`config.mk`:
```
export PLATFORM = sky130hd
export DESIGN_NAME = sync_fifo_param
export DESIGN_NICKNAME = d
export VERILOG_FILES = /design/src/rtl/fifo_pkg.sv /design/src/rtl/fifo_mem.sv /design/src/rtl/sync_fifo_param.sv
export SDC_FILE = /design/constraint.sdc
export NUM_CORES = 1
export LEC_CHECK = 0
export ABC_AREA = 1
export BUFFER_PORTS_ARGS = -buffer_cell sky130_fd_sc_hd__buf_2
export CORE_MARGIN = 2
export CORE_UTILIZATION = 38
export DETAILED_ROUTE_END_ITERATION = 12
export PLACE_DENSITY = 0.68
export SYNTH_ARGS = -nofsm -noshare
export SYNTH_HDL_FRONTEND = slang
export SYNTH_SLANG_ARGS = --single-unit
export TNS_END_PERCENT = 1
```
`constraint.sdc`:
```
create_clock -name clk -period 2.46 [get_ports clk]
set_input_delay 0.123 -clock clk [delete_from_list [all_inputs] [get_ports clk]]
set_output_delay 0.123 -clock clk [all_outputs]
set_load 0.02 [all_outputs]
```
`src/rtl/fifo_pkg.sv`:
```
// rtl/fifo_pkg.sv - shared state encodings and sizing helper for the synchronous FIFO
package fifo_pkg;

    // Operation performed on the most recent clock edge.
    typedef enum logic [2:0] {
        ST_INIT   = 3'b000,
        ST_WRITE  = 3'b001,
        ST_WR_ERR = 3'b010,
        ST_NO_OP  = 3'b011,
        ST_READ   = 3'b100,
        ST_RD_ERR = 3'b101,
        ST_RD_WR  = 3'b110,
        ST_CLEAR  = 3'b111
    } fifo_state_e;

    // Occupancy must represent 0..DEPTH inclusive, so one bit wider than a pointer.
    function automatic int cnt_width(input int addr_width);
        return addr_width + 1;
    endfunction

endpackage

```
`src/rtl/fifo_mem.sv`:
```
// rtl/fifo_mem.sv - DATA_WIDTH x 2**ADDR_WIDTH storage, synchronous write port, registered read port
//
// Ports:
//   clk_i, reset_i        : clock, asynchronous active-high reset (read register only)
//   wr_en_i/wr_addr_i/wr_data_i : write port
//   rd_en_i/rd_addr_i     : read request; rd_data_o updates on the edge, holds otherwise
module fifo_mem #(
    parameter int DATA_WIDTH = 32,
    parameter int ADDR_WIDTH = 3
) (
    input  logic                  clk_i,
    input  logic                  reset_i,
    input  logic                  wr_en_i,
    input  logic [ADDR_WIDTH-1:0] wr_addr_i,
    input  logic [DATA_WIDTH-1:0] wr_data_i,
    input  logic                  rd_en_i,
    input  logic [ADDR_WIDTH-1:0] rd_addr_i,
    output logic [DATA_WIDTH-1:0] rd_data_o
);

    localparam int DEPTH = 2 ** ADDR_WIDTH;

    logic [DATA_WIDTH-1:0] mem_q [DEPTH];
    logic [DATA_WIDTH-1:0] rd_data_q;

    // The array itself carries no reset so it can map onto RAM.
    always_ff @(posedge clk_i) begin
        if (wr_en_i) begin
            mem_q[wr_addr_i] <= wr_data_i;
        end
    end

    always_ff @(posedge clk_i or posedge reset_i) begin
        if (reset_i) begin
            rd_data_q <= '0;
        end else if (rd_en_i) begin
            rd_data_q <= mem_q[rd_addr_i];
        end
    end

    assign rd_data_o = rd_data_q;

endmodule

```
`src/rtl/sync_fifo_param.sv`:
```
// rtl/sync_fifo_param.sv - parameterised synchronous FIFO with registered flags, handshake pulses and op state
//
// Ports:
//   clk, reset            : rising-edge clock, asynchronous active-high reset
//   clear                 : synchronous flush, overrides wr_en/rd_en
//   wr_en, din            : write request and data
//   rd_en, dout           : read request and registered read data
//   full, empty, almost_full, almost_empty : level flags for the post-update count
//   wr_ack, wr_err, rd_ack, rd_err         : one-cycle outcome pulses
//   data_count            : occupancy 0..DEPTH
//   state                 : operation performed on the last edge
module sync_fifo_param
    import fifo_pkg::*;
#(
    parameter int DATA_WIDTH = 32,
    parameter int ADDR_WIDTH = 3,
    parameter int AF_LEVEL   = (2 ** ADDR_WIDTH) - 1,
    parameter int AE_LEVEL   = 1
) (
    input  logic                               clk,
    input  logic                               reset,
    input  logic                               clear,
    input  logic                               wr_en,
    input  logic [DATA_WIDTH-1:0]              din,
    input  logic                               rd_en,
    output logic [DATA_WIDTH-1:0]              dout,
    output logic                               full,
    output logic                               empty,
    output logic                               almost_full,
    output logic                               almost_empty,
    output logic                               wr_ack,
    output logic                               wr_err,
    output logic                               rd_ack,
    output logic                               rd_err,
    output logic [cnt_width(ADDR_WIDTH)-1:0]   data_count,
    output logic [2:0]                         state
);

    localparam int CW = cnt_width(ADDR_WIDTH);
    localparam logic [CW-1:0] DEPTH_C = CW'(2 ** ADDR_WIDTH);
    localparam logic [CW-1:0] AF_C    = CW'(AF_LEVEL);
    localparam logic [CW-1:0] AE_C    = CW'(AE_LEVEL);

    logic [ADDR_WIDTH-1:0] head_q, head_d, tail_q, tail_d;
    logic [CW-1:0]         count_q, count_d;
    logic                  full_q, full_d, empty_q, empty_d;
    logic                  af_q, af_d, ae_q, ae_d;
    logic                  wr_ack_q, wr_ack_d, wr_err_q, wr_err_d;
    logic                  rd_ack_q, rd_ack_d, rd_err_q, rd_err_d;
    fifo_state_e           state_q, state_d;
    logic                  wr_acc, rd_acc;

    // Acceptance uses the registered flags, so on a full FIFO a simultaneous
    // read frees a slot only for the next edge, and on an empty FIFO the
    // incoming word can never be read in the same edge (no bypass).
    assign wr_acc = wr_en & ~full_q  & ~clear;
    assign rd_acc = rd_en & ~empty_q & ~clear;

    fifo_mem #(
        .DATA_WIDTH (DATA_WIDTH),
        .ADDR_WIDTH (ADDR_WIDTH)
    ) u_mem (
        .clk_i     (clk),
        .reset_i   (reset),
        .wr_en_i   (wr_acc),
        .wr_addr_i (tail_q),
        .wr_data_i (din),
        .rd_en_i   (rd_acc),
        .rd_addr_i (head_q),
        .rd_data_o (dout)
    );

    always_comb begin
        head_d   = head_q;
        tail_d   = tail_q;
        count_d  = count_q;
        wr_ack_d = 1'b0;
        wr_err_d = 1'b0;
        rd_ack_d = 1'b0;
        rd_err_d = 1'b0;
        state_d  = ST_NO_OP;

        if (clear) begin
            head_d  = '0;
            tail_d  = '0;
            count_d = '0;
            state_d = ST_CLEAR;
        end else begin
            if (wr_acc) tail_d = tail_q + ADDR_WIDTH'(1);
            if (rd_acc) head_d = head_q + ADDR_WIDTH'(1);
            case ({wr_acc, rd_acc})
                2'b10:   count_d = count_q + CW'(1);
                2'b01:   count_d = count_q - CW'(1);
                default: count_d = count_q;
            endcase
            wr_ack_d = wr_acc;
            wr_err_d = wr_en & ~wr_acc;
            rd_ack_d = rd_acc;
            rd_err_d = rd_en & ~rd_acc;

            // An accepted operation outranks a rejected one on the same edge.
            if (wr_acc && rd_acc)  state_d = ST_RD_WR;
            else if (wr_acc)       state_d = ST_WRITE;
            else if (rd_acc)       state_d = ST_READ;
            else if (wr_en)        state_d = ST_WR_ERR;
            else if (rd_en)        state_d = ST_RD_ERR;
            else                   state_d = ST_NO_OP;
        end

        full_d  = (count_d == DEPTH_C);
        empty_d = (count_d == '0);
        af_d    = (count_d >= AF_C);
        ae_d    = (count_d <= AE_C);
    end

    always_ff @(posedge clk or posedge reset) begin
        if (reset) begin
            head_q   <= '0;
            tail_q   <= '0;
            count_q  <= '0;
            full_q   <= 1'b0;
            empty_q  <= 1'b1;
            af_q     <= 1'b0;
            ae_q     <= 1'b1;
            wr_ack_q <= 1'b0;
            wr_err_q <= 1'b0;
            rd_ack_q <= 1'b0;
            rd_err_q <= 1'b0;
            state_q  <= ST_INIT;
        end else begin
            head_q   <= head_d;
            tail_q   <= tail_d;
            count_q  <= count_d;
            full_q   <= full_d;
            empty_q  <= empty_d;
            af_q     <= af_d;
            ae_q     <= ae_d;
            wr_ack_q <= wr_ack_d;
            wr_err_q <= wr_err_d;
            rd_ack_q <= rd_ack_d;
            rd_err_q <= rd_err_d;
            state_q  <= state_d;
        end
    end

    assign full         = full_q;
    assign empty        = empty_q;
    assign almost_full  = af_q;
    assign almost_empty = ae_q;
    assign wr_ack       = wr_ack_q;
    assign wr_err       = wr_err_q;
    assign rd_ack       = rd_ack_q;
    assign rd_err       = rd_err_q;
    assign data_count   = count_q;
    assign state        = state_q;

endmodule

```
== Word level (Yosys, flattened, before mapping) ==
Memory sizes are Yosys's and may differ from the RTL's. A register that Yosys moved wholly into a read port is not among the register bits.
Index checks and enable logic that the tools add are counted.
W data, S select, Z words.
Cells by class
  equality and inequality tests: 3
  magnitude comparators: 2
  multiplexer cells: 18
  bitwise gates (word level): 11
  divide/modulo/power cells: 0
  shift operators: 0
  add/subtract/negate cells: 4
  reduce and logical (&&, ||, !) cells: 4
  multipliers: 0
Operators by type and width (number)
  $mux W3: 10
  $pmux W4 S2: 1
  $add A3 B1 Y3 const B: 2
  $and A1 B1 Y1: 6
  $mux W1: 6
  $not A1 Y1: 5
  $add A4 B1 Y4 const B: 1
  $eq A4 B4 Y1 const B: 1
  $ge A4 B3 Y1 const B: 1
  $le A4 B1 Y1 const B: 1
  $logic_not A4 Y1: 1
  $mux W4: 1
  $reduce_bool A2 Y1: 2
  $sub A4 B1 Y4 const B: 1
  $eq A2 B1 Y1 const B: 1
  $eq A2 B2 Y1 const B: 1
  $logic_and A1 B1 Y1: 1
Storage, ports and cells
  output and inout port bits: 47
  memory bits (writable): 256
  register bits after elaboration: 21
  bits in read-only memories: 0
  bits in latches: 0
  input port bits: 37
  logic and storage cells: 55
  memories: 1
Memory list
  u_mem.mem_q: depth 8, width 32, read ports 1, clocked after memory_dff 1, write ports 1, line fifo_mem.sv:23  | logic [DATA_WIDTH-1:0] mem_q [DEPTH];

== Longest topological paths before layout ==
  depth in word-level cells: 7
  mapped depth: 18
  mapped depth without buffers: 18

== Modules after synthesis ==
A second synthesis with hierarchy kept.
Unflattened totals
  cell total of the unflattened synthesis: 1240
  area total of the unflattened synthesis: 12954.9 sq um
By module, submodules not included
  fifo_mem: area each 11959.0 sq um, cells each 1133, sequential area each 8488.1 sq um, times used 1
  sync_fifo_param: area each 996.0 sq um, cells each 107, sequential area each 528.0 sq um, times used 1

== Worst setup path before layout ==
Ideal clock, no wire load.
  kind: register to register
  start: reg full_q (netlist: full)
  end: mem u_mem.mem_q[0][0] (enable)
  period minus slack after synthesis: 2.720 ns
  setup slack: -0.260 ns
  buffers on the path: 0
  library setup time: 0.421 ns
  stages on the path, launching flop included: 6
  arrival time: 2.299 ns
  required time: 2.039 ns
  cells stage by stage: dfrtp_1 inv_1 nand2_1 nor2_1 nand2_1 nor2_1
On the way
  longest elaborated chain between the ends: 5
Ends and longest elaborated chain
  start, declared: line sync_fifo_param.sv:46  | logic full_q, full_d, empty_q, empty_d;
  start signal, assigned: line sync_fifo_param.sv:134  | full_q <= full_d;
  $not A1 Y1: line sync_fifo_param.sv:56  | assign wr_acc = wr_en & ~full_q & ~clear;
  $and A1 B1 Y1 (2 in series): line sync_fifo_param.sv:56
  $mux W1: line fifo_mem.sv:28  | if (wr_en_i) begin
  $mux W1 (not written as such): line fifo_mem.sv:29  | mem_q[wr_addr_i] <= wr_data_i;
  end, declared: line fifo_mem.sv:23
Every way passes these cells.

== Worst setup path after layout ==
  start: reg full_q (netlist: full)
  end: reg af_q (netlist: almost_full)
On the way
  longest elaborated chain between the ends: 7
  elaborated cells on any way between the ends: 8
  classes of those cells: order compare (1); eq/ne (2); mux (2); bitwise (3)
Ends and longest elaborated chain
  $not A1 Y1 *: line sync_fifo_param.sv:56
  $and A1 B1 Y1 * (2 in series): line sync_fifo_param.sv:56
  $eq A2 B1 Y1 or $eq A2 B2 Y1 (tied branches): line sync_fifo_param.sv:91  | case ({wr_acc, rd_acc})
  $pmux W4 S2 *: line sync_fifo_param.sv:91
  $mux W4 *: line sync_fifo_param.sv:83  | if (clear) begin
  via count_d[2]: line sync_fifo_param.sv:45  | logic [CW-1:0] count_q, count_d;
  $ge A4 B3 Y1 *: line sync_fifo_param.sv:112  | af_d = (count_d >= AF_C);
  via af_d: line sync_fifo_param.sv:47  | logic af_q, af_d, ae_q, ae_d;
  end signal, assigned: line sync_fifo_param.sv:123  | af_q <= 1'b0;
  end signal, assigned: line sync_fifo_param.sv:136  | af_q <= af_d;
  end, declared: line sync_fifo_param.sv:47
The timed path passes the listed nets; every way through them passes the cells marked *.
A chain may end at the register's enable or synchronous reset.

==> impl_summary.log <==
INFO  metric power.share.combinational = 18.9%
INFO  metric final_design_area_no_fill = 0.0145 mm^2
INFO  metric criticalPathCategory = flip-flop to flip-flop
INFO  metric post-place-ws = 0.193 ns
INFO  metric cp.buffers_inverters = 6
INFO  metric starting_utilization_of_the_core_area = 38.5%
INFO  metric final_nets = 1119
INFO  metric antenna-diode-count = 0
INFO  metric setup_viol_count_final = 0
INFO  metric final_hold_slack = 0.162 ns
INFO  metric clock_insertion_delay_at_the_later_pin_of_the_skew_report = 0.57 ns
INFO  metric met1_usage = 21.6%
INFO  metric finalCritPeriodShare = 88.6%
INFO  metric critical_register_to_register_path_endpoint = almost_full
INFO  metric nFillCells = 2751
INFO  metric critical_path.startpoint_type = flip-flop
INFO  metric netlist_top_cells_count = sky130_fd_sc_hd__edfxtp_1, sky130_fd_sc_hd__nor2_1, sky130_fd_sc_hd__o21ai_0, sky130_fd_sc_hd__nand2_1, sky130_fd_sc_hd__o211ai_1
INFO  metric final_cell_count_no_fill = 1504
INFO  metric synth_top_area_cell = sky130_fd_sc_hd__edfxtp_1
INFO  metric cpLargestDelayFamily = simple AND/OR/NAND/NOR gates
INFO  metric powerDensity = 938 mW/mm^2
INFO  metric cts_max_path_buffers = 3
INFO  metric drive_above_1_share = 16.2%
INFO  metric synth-edff-count = 256
INFO  metric skew = 0.0167 ns
INFO  metric sw_frac_of_total = 28.2%
INFO  metric route.vias.total = 7515
INFO  metric postPlaceCellArea = 0.0131 mm^2
INFO  metric asyncSetResetFlopFracSynth = 17.2%
INFO  metric worstReg2RegStart = full
INFO  metric switching_power = 3.84 mW
INFO  metric cts_post_setup_buffers_inserted = 0
INFO  metric clock.fmax = 459 MHz
INFO  metric total_area_of_multi_input_combinational_cells = 0.00272 mm^2
INFO  metric p_int = 9.75 mW
INFO  metric grt_usage = 15.8%
INFO  metric dieWidth = 182 um
INFO  metric most_frequent_cell_after_synthesis = sky130_fd_sc_hd__edfxtp_1
INFO  metric r2r_cells = 18
INFO  metric fin_ws = 0.281 ns
INFO  metric floorplan.die_area = 0.0333 mm^2
INFO  metric synth-warning-count = 0
INFO  metric synthesis.instances = 952
INFO  metric area.growth.synth_to_final = 19.7%
INFO  metric report.power.total = 13.6 mW
INFO  metric outcome = finished, final reports clean
INFO  metric worstSetupEndpoint = almost_full
INFO  metric crit_path_cell_trace = inv_1, nand2_1, nor2_4, inv_1, ha_1, nand2_1, inv_1, nor2_1, ha_1, inv_1, nand2_1, inv_1, nand2_1, nand3_1, nand2_1, inv_1, nand3_1, nand2_1
INFO  metric critical_path_s_slowest_cell = sky130_fd_sc_hd__dfrtp_1
INFO  metric h_tree_lvl_count = 1
INFO  metric grt_max_degree = 130
INFO  metric drt_pass1_iterations = 5
INFO  metric hpwlAfterDp = 14500 um
INFO  metric max_slew.worst_pin.slew = 0.591 ns
INFO  metric place.port_buffers = 83
INFO  metric grt_first_pass_wirelength = 41300 um
INFO  metric ys_seq_elements = 309
INFO  metric leakage = 5.27 nW
INFO  metric antenna_found_initial = 0
INFO  metric synthTopCellsByArea = sky130_fd_sc_hd__edfxtp_1, sky130_fd_sc_hd__dfrtp_1, sky130_fd_sc_hd__nor2_1
INFO  metric floorplan.io_pins = 84
INFO  metric clockPowerShare = 34.8%
INFO  metric postSynthAreaPerCell = 12.7 um^2
INFO  metric die-height = 182 um
INFO  metric seqCellArea = 0.00902 mm^2
INFO  metric postSynthNetCount = 994
INFO  metric std_cell_rows = 65
INFO  metric cts_tree = built
INFO  metric yosysTopAreaCellShare = 63.5%
INFO  metric timing.max_slew.rel_slack = 60.6%
INFO  metric drt.antenna.violating_nets = 0
INFO  metric first_global_vias = 7494
INFO  metric via_per_inst = 5.00
INFO  metric post_synthesis_sequential_area_ratio = 74.5%
INFO  metric crit_path_time_final = 2.18 ns
INFO  metric r2r_slack = 0.28 ns
INFO  metric synth_area = 0.0121 mm^2
INFO  metric grt_overflow_total = 0
INFO  metric drt_first_iter_violations = 678
INFO  metric cts_root_buffer = sky130_fd_sc_hd__clkbuf_16
INFO  metric synth_ff_type = sky130_fd_sc_hd__edfxtp_1
INFO  metric critical_path_required = 2.90 ns
INFO  metric post-place-cells = 1410
INFO  metric cp_data_arrival_time = 2.62 ns
INFO  metric finalHoldViolCount = 0
INFO  metric post_drt_wl_per_cell = 17.3 um
INFO  metric synth.distinct_cells = 26
INFO  metric clk_transition_reported_paths = 0.06 ns
INFO  metric crit_path_start = full
INFO  metric global_route.usage.met3 = 2.71%
INFO  metric path_depth = 18
INFO  metric worst_ir_drop_vdd = 0.599 mV
INFO  metric route.final.wire_length = 26100 um
INFO  metric critical_path.max_fanout = 5
INFO  metric drc = 0
INFO  metric hold_path.class = input pin to asynchronous set/reset pin
INFO  metric core = 0.0315 mm^2
INFO  metric slew_violations = 0
INFO  metric endpoint_kind = flip-flop
INFO  metric grt_setup_unrepaired = false
INFO  metric place_congestion = 0.776
INFO  metric grt_use_met2 = 26.2%
INFO  metric max_stage_delay = 0.37 ns
INFO  metric tritoncts.num_buffers = 31
INFO  metric grt-busiest-layer = met2
INFO  metric drv.max_cap_violation_count = 0
INFO  metric p_seq_share = 46.3%
INFO  metric tritoncts_sink_count = 309
==> power by group through the flow <==
stage	clock (mW)	combinational, mW	sequential (mW)
3_5_place_dp	0	2.54	6.40
6_report	4.72	2.57	6.29
5_1_grt	5.05	2.86	6.34
4_1_cts	4.82	2.61	6.30
3_3_place_gp	0	2.49	6.40
2_1_floorplan	0	1.40	6.76
==> metrics by stage <==
step | setup TNS [ns] | util (%)
after floorplan | -64.84 | -
after global placement | 0 | 41.5
after detailed placement | 0 | 41.5
after CTS | 0 | 46.0
after global routing | 0 | 46.0
final | 0 | 46.0
==> flip-flops by register name (all words and copies together), names as in the netlist, 3 cells and up <==
name	cells
data_count	4
head_q	3
state	3
tail_q	3
u_mem.mem_q	256
u_mem.rd_data_o	32
==> area by class of cell <==
class                           count  share of cell area, %
Clock buffer                       43                   6.08
Clock inverter                     15                   1.20
Inverter                           28                  0.743
Multi-Input combinational cell    561                   18.8
Sequential cell                   309                   62.3
Tap cell                          402                   3.47
Timing Repair Buffer              146                   7.44
==> how the worst min path moves through the flow <==
stage / cells past startpoint / slack [ns] / from / endpoint
2_1_floorplan: 0 / 0.22 / din[0] / u_mem.mem_q[0][0]
3_3_place_gp: 2 / 0.22 / reset / rd_ack
3_5_place_dp: 2 / 0.23 / reset / rd_ack
4_1_cts: 3 / 0.18 / reset / u_mem.rd_data_o[27]
5_1_grt: 3 / 0.21 / reset / u_mem.rd_data_o[27]
6_report: 3 / 0.16 / reset / u_mem.rd_data_o[27]
==> cells in the final DEF, fill, tap and decap left out, types with 6 or more instances in the layout <==
cell and count:
sky130_fd_sc_hd__buf_12 8, sky130_fd_sc_hd__inv_1 22, sky130_fd_sc_hd__dlygate4sd3_1 36, sky130_fd_sc_hd__nor2_4 9, sky130_fd_sc_hd__nand2_1 95, sky130_fd_sc_hd__buf_2 83
sky130_fd_sc_hd__dfrtp_1 49, sky130_fd_sc_hd__clkbuf_1 6, sky130_fd_sc_hd__nand3_1 40, sky130_fd_sc_hd__o211ai_1 64, sky130_fd_sc_hd__clkbuf_8 6, sky130_fd_sc_hd__o21ai_1 25
sky130_fd_sc_hd__nor2_1 201, sky130_fd_sc_hd__edfxtp_1 256, sky130_fd_sc_hd__o21ai_0 111, sky130_fd_sc_hd__clkbuf_16 31, sky130_fd_sc_hd__buf_4 19
==> logic make-up after synthesis <==
group / share of synthesized area [%]
XOR/XNOR: 0.145
AO/OA/AOI/OAI: 9.91
adder cells (fa/ha/maj): 0.517
flip-flops: 74.5
AND/OR/NAND/NOR: 11.3
buffers and inverters: 3.61
==> tightest hold or removal path, cell delays in order <==
cell	delay, ns
sky130_fd_sc_hd__dlygate4sd3_1	0.53
sky130_fd_sc_hd__buf_2	0.12
sky130_fd_sc_hd__inv_2	0.41
==> repair_timing <==
item                       CTS  global route
resized for setup            0             2
hold endpoints to repair   289             0
setup endpoints to repair    0             6
hold buffers                36             0
==> metal layers <==
layer	vias up	share of wire (%)
li1	3651	-
met1	3614	45
met2	209	48
met3	41	5.4
met4	0	1.6
met5	-	0
Power figures use the tool's default switching activity.
